## src/rtl/hpf_multi.sv

```systemverilog
`default_nettype none
// ============================================================================
//  Module   : hpf_multi
//  Purpose  : Multi-channel TDM first-order DC-blocking high-pass filter with
//             per-channel state, registered output stage and backpressure.
//             Optional output clamping and saturation counting: HPF_SAT_EN.
//  Revision : 1.0 - initial release
// ============================================================================
module hpf_multi #(
    parameter int WIDTH    = 16,
    parameter int CHANNELS = 2,
    parameter int SHIFT    = 6,
    parameter int GUARD    = 3,
    localparam int CW      = (CHANNELS > 1) ? $clog2(CHANNELS) : 1
) (
    input  logic                    clk,
    input  logic                    reset,
    input  logic                    in_valid,
    output logic                    in_ready,
    input  logic signed [WIDTH-1:0] in_data,
    input  logic [CW-1:0]           in_chan,
    input  logic                    bypass,
    input  logic                    flush,
    output logic                    out_valid,
    input  logic                    out_ready,
    output logic signed [WIDTH-1:0] out_data,
    output logic [CW-1:0]           out_chan,
    output logic [15:0]             sat_count
);

    localparam int IW = WIDTH + GUARD;

    logic signed [WIDTH-1:0] r_prev_in  [CHANNELS];
    logic signed [IW-1:0]    r_prev_out [CHANNELS];

    logic                    r_out_valid;
    logic signed [WIDTH-1:0] r_out_data;
    logic [CW-1:0]           r_out_chan;

    logic                    w_accept;
    logic                    w_hit;
    logic                    w_update;
    logic signed [WIDTH-1:0] w_pin;
    logic signed [IW-1:0]    w_pout;
    logic signed [IW-1:0]    w_in_ext;
    logic signed [IW-1:0]    w_pin_ext;
    logic signed [IW-1:0]    w_diff;
    logic signed [IW-1:0]    w_sum;
    logic signed [IW-1:0]    w_shr;
    logic signed [IW-1:0]    w_y;
    logic signed [WIDTH-1:0] w_yred;

    assign in_ready  = !flush && (!r_out_valid || out_ready);
    assign w_accept  = in_valid && in_ready;
    assign w_update  = w_accept && w_hit;

    // Channel state lookup; an index beyond CHANNELS leaves w_hit low so the
    // sample is consumed without touching any state or producing output.
    always_comb begin
        w_hit  = 1'b0;
        w_pin  = '0;
        w_pout = '0;
        for (int c = 0; c < CHANNELS; c++) begin
            if (in_chan == CW'(c)) begin
                w_hit  = 1'b1;
                w_pin  = r_prev_in[c];
                w_pout = r_prev_out[c];
            end
        end
    end

    assign w_in_ext  = {{GUARD{in_data[WIDTH-1]}}, in_data};
    assign w_pin_ext = {{GUARD{w_pin[WIDTH-1]}}, w_pin};
    assign w_diff    = w_in_ext - w_pin_ext;
    assign w_sum     = w_pout + w_diff;
    assign w_shr     = w_sum >>> SHIFT;
    assign w_y       = w_sum - w_shr;

`ifdef HPF_SAT_EN
    logic        w_ovf;
    logic [15:0] r_sat_count;

    // Out of range whenever the bits above the output sign bit disagree.
    assign w_ovf  = (w_y[IW-1:WIDTH-1] != {(GUARD + 1){w_y[IW-1]}});
    assign w_yred = !w_ovf           ? w_y[WIDTH-1:0] :
                    w_y[IW-1]        ? {1'b1, {(WIDTH - 1){1'b0}}} :
                                       {1'b0, {(WIDTH - 1){1'b1}}};

    always_ff @(posedge clk) begin
        if (reset || flush) begin
            r_sat_count <= '0;
        end else if (w_update && !bypass && w_ovf && (r_sat_count != 16'hFFFF)) begin
            r_sat_count <= r_sat_count + 16'd1;
        end
    end

    assign sat_count = r_sat_count;
`else
    assign w_yred    = w_y[WIDTH-1:0];
    assign sat_count = '0;
`endif

    // Full-precision y is always kept as state, independent of bypass or clamp.
    always_ff @(posedge clk) begin
        if (reset || flush) begin
            for (int c = 0; c < CHANNELS; c++) begin
                r_prev_in[c]  <= '0;
                r_prev_out[c] <= '0;
            end
        end else if (w_update) begin
            for (int c = 0; c < CHANNELS; c++) begin
                if (in_chan == CW'(c)) begin
                    r_prev_in[c]  <= in_data;
                    r_prev_out[c] <= w_y;
                end
            end
        end
    end

    always_ff @(posedge clk) begin
        if (reset) begin
            r_out_valid <= 1'b0;
            r_out_data  <= '0;
            r_out_chan  <= '0;
        end else if (flush) begin
            r_out_valid <= 1'b0;
        end else if (w_accept) begin
            r_out_valid <= w_hit;
            if (w_hit) begin
                r_out_data <= bypass ? in_data : w_yred;
                r_out_chan <= in_chan;
            end
        end else if (out_ready) begin
            r_out_valid <= 1'b0;
        end
    end

    assign out_valid = r_out_valid;
    assign out_data  = r_out_data;
    assign out_chan  = r_out_chan;

endmodule
`default_nettype wire

```

## config.mk

```make
export PLATFORM = sky130hd
export DESIGN_NAME = hpf_multi
export DESIGN_NICKNAME = d
export VERILOG_FILES = /design/src/rtl/hpf_multi.sv
export SDC_FILE = /design/constraint.sdc
export NUM_CORES = 1
export LEC_CHECK = 0
export ABC_AREA = 1
export CORE_MARGIN = 1.5
export CORE_UTILIZATION = 55
export DETAILED_ROUTE_END_ITERATION = 8
export PLACE_DENSITY = 0.73
export SLEW_MARGIN = 20
export SYNTH_ARGS = -nofsm -noshare
export SYNTH_HDL_FRONTEND = slang
export SYNTH_SLANG_ARGS = --single-unit
```

## constraint.sdc

```tcl
create_clock -name clk -period 6.9 [get_ports clk]
set_clock_uncertainty 0.1 [all_clocks]
set_input_delay 1.725 -clock clk [delete_from_list [all_inputs] [get_ports clk]]
set_output_delay 1.725 -clock clk [all_outputs]
set_load 0.1 [all_outputs]
```

==> results_dict.tcl <==
set metrics [dict create \
    cts-resized-gates 0 \
    num-fill-cells 976 \
    chipHeight_microns 110 \
    rows 38 \
    path_buf_inv 5 \
    clk_latency_ns 0.35 \
    clkSinkCount 88 \
    end_kind "flop" \
    ys_seq_area_share_pct 39.3 \
    track_usage_pct 27.6 \
    whs_path_depth 2 \
    ys_ff_latch 88 \
    crit_fanout 4 \
    crit_arrival_ns 5.97 \
    hold_violations 0 \
    rsz0062_at_grt "no" \
    r2r.worst_path.cells 25 \
    synth_edf_count 70 \
    syn_inst 765 \
    fmaxAchievable_mhz 169 \
    crit_type "input port to flop" \
    final_common_cell "nand2_1" \
    area_growth_pct 12.8 \
    place_congestion 0.941 \
    ys_warn_count 0 \
    synthSimpleGateAreaFrac_pct 24.1 \
    crit_slowest_cell "fa_1" \
    cpMostUsedCell "nand2_1" \
    setup_viol 0 \
    drtIter0Drc 313 \
    hp-class "flop to flop" \
    min_to "out_data[4]$_SDFFE_PP0P_" \
    clkTransAtPathRegs_ns 0.06 \
    ioPinCount 58 \
    hp-start "out_data[4]$_SDFFE_PP0P_" \
    grt_first_pass_wirelength_mm 24.7 \
    synth_compound_area_share_pct 7.63 \
    register_area_sq_um 2460 \
    cts_made_buffers 9 \
    final_nets 881 \
    cp.required_ns 6.96 \
    synthXorXnorAreaFrac_pct 3.46 \
    synth_area_sq_um 6260 \
    ant_nets 0 \
    routed_wl_mm 15.1 \
    r2r_setup_slack_ns 2.46 \
    antenna_found_initial 0 \
    tightestPinTransition_ns 0.974 \
    tritoncts "yes" \
    period_share_pct 85.7 \
    period_minus_slack_ns 5.91 \
    core_sq_um 11000 \
    reg2reg_to "r_prev_out[0][18]$_DFFE_PP_" \
    grt_overflow_total 0 \
    cts_hold_buf 0 \
    dp.final_hpwl_mm 11.2 \
    layout-drive-gt1-share_pct 7.90 \
    muxShareOfSynthArea_pct 2.56 \
    synthAdderAreaFrac_pct 12.9 \
    cp_top_family "adder cells" \
    grt_pass1_vias 4946 \
    dpl_cell_area_sq_um 6780 \
    grt_max_degree 38 \
    io_buffers 41 \
    syn_avg_cell_area_sq_um 8.18 \
    outcome "complete, no violations" \
    fp.dieArea_sq_um 12000 \
    wl_per_cell_microns 15.9 \
    cts_root_buf "clkbuf_16" \
    async_reset_ff_share_pct 0 \
    worst_path_largest_cell_delay_ns 0.54 \
    final_cell_mix "nand2_1 (225), inv_1 (112), edfxtp_1 (70), nor2_1 (58), a21oi_1 (49)" \
    ys_types 42 \
    synth-main-ff-cell "edfxtp_1" \
    worstSetupStartpointType "input port" \
    die_x_microns 110 \
    drt_first_pass_iters 8 \
    clockBufferDepth 2 \
    drc 0 \
    slew-limit-headroom_pct 34.9 \
    multi_input_area_sq_um 3240 \
    ctsHtreeMaxLevel 3 \
    vias 4983 \
    antenna_cells 0 \
    maxCapViolCount 0 \
    start_util_pct 57.0 \
    synth_top_family_by_area "simple AND/OR/NAND/NOR gates" \
    postCtsSetupBuffers 0 \
    r2r-start "r_prev_in[0][17]$_DFFE_PP_" \
    viasPerCell 5.25 \
    tns_ns 0 \
    maxSlewViolCount 0 \
    stdcell_area_sq_um 7060 \
]
[cells by family (layout without fill, tap and decap cells)]
kind of cell             after synthesis  in the layout
other                                  1             16
buffers and inverters                150            180
XOR/XNOR                              23             23
multiplexers                          16             16
flip-flops                            88             88
adder cells (fa/ha/maj)               53             53
AND/OR/NAND/NOR                      354            354
AO/OA/AOI/OAI                         80             80
[worst max path at each step]
stage                           from                          end  depth (start not counted)
final                     in_data[1]  r_prev_out[0][18]$_DFFE_PP_                         25
after global routing      in_data[1]  r_prev_out[0][11]$_DFFE_PP_                         23
after CTS                 in_data[1]  r_prev_out[0][18]$_DFFE_PP_                         25
after detailed placement  in_data[1]  r_prev_out[0][35]$_DFFE_PP_                         26
after global placement    in_data[1]  r_prev_out[0][17]$_DFFE_PP_                         25
after floorplan            out_ready    r_prev_in[0][0]$_DFFE_PP_                          7
[sequential cells by signal, summed over array words and instances (netlist names)]
register	count
r_prev_out	38
r_prev_in	32
out_chan	1
out_data	16
out_valid	1
[per-stage QoR]
step | setup slack, ns | util [%] | hold slack, ns | instances
after detailed placement | 0.663 | 61.7 | 0.357 | 934
after global placement | 0.644 | 61.7 | 0.353 | 934
after global routing | 0.661 | 64.3 | 0.380 | 950
after floorplan | 0.911 | - | 0.809 | 780
after CTS | 1.01 | 64.3 | 0.367 | 950
final | 0.989 | 64.3 | 0.366 | 950
[worst reg2reg max path, stage by stage, from the launching register on]
cell      delay (ns)
edfxtp_1        0.35
nand2_1         0.08
nand2_1         0.08
fa_1            0.51
inv_1           0.07
fa_1            0.48
nand2_1         0.09
nand2_1         0.08
nand3_2         0.07
nand2_2         0.08
nand2_1         0.08
nand2_1         0.08
xor2_1          0.28
inv_1           0.09
ha_1            0.36
a21oi_1         0.29
nand2_1         0.11
nand3_1         0.09
nand2_1         0.10
nand2_1         0.10
nand3_2         0.09
nand2_2         0.09
nand2_2         0.06
a21oi_2         0.15
inv_1           0.07
a21oi_1         0.22
[cell type report]
cell class,count,share of cell area [%]
inverters,118,6.27
clock inverters,4,0.408
well taps,140,2.48
clock buffers,12,3.63
multi-input cells,542,45.9
repair buffers,46,6.45
flip-flops and latches,88,34.9
[synth_stat cells, drive strengths merged (2+ instances only)]
cell type / instances / area share (%)
nand3b: 4 / 0.48
xor2: 14 / 2.2
xnor2: 9 / 1.3
or2: 2 / 0.20
dfxtp: 18 / 5.8
clkbuf: 10 / 0.60
o21bai: 3 / 0.42
nand3: 40 / 3.9
nand2: 242 / 15
o21a: 2 / 0.24
nor2: 59 / 3.6
a21oi: 53 / 4.5
o211ai: 7 / 0.84
mux2i: 16 / 2.6
o21ai: 8 / 0.64
edfxtp: 70 / 34
nand4: 3 / 0.30
nor3: 3 / 0.24
buf: 22 / 2.3
fa: 19 / 6.1
a21boi: 3 / 0.54
ha: 34 / 6.8
inv: 118 / 7.1
[routing by layer]
| metal | vias up | global-route usage, % | part of all wire (%) |
|---|---|---|---|
| li1 | 2492 | - | - |
| met1 | 2352 | 34.7 | 44 |
| met2 | 118 | 47.9 | 50 |
| met3 | 21 | 3.79 | 4.0 |
| met4 | 0 | 10.5 | 2.4 |
| met5 | - | 0 | 0 |
Power is not shown: default switching activity piles up to over one toggle a cycle in this logic, so the estimate is an artifact.
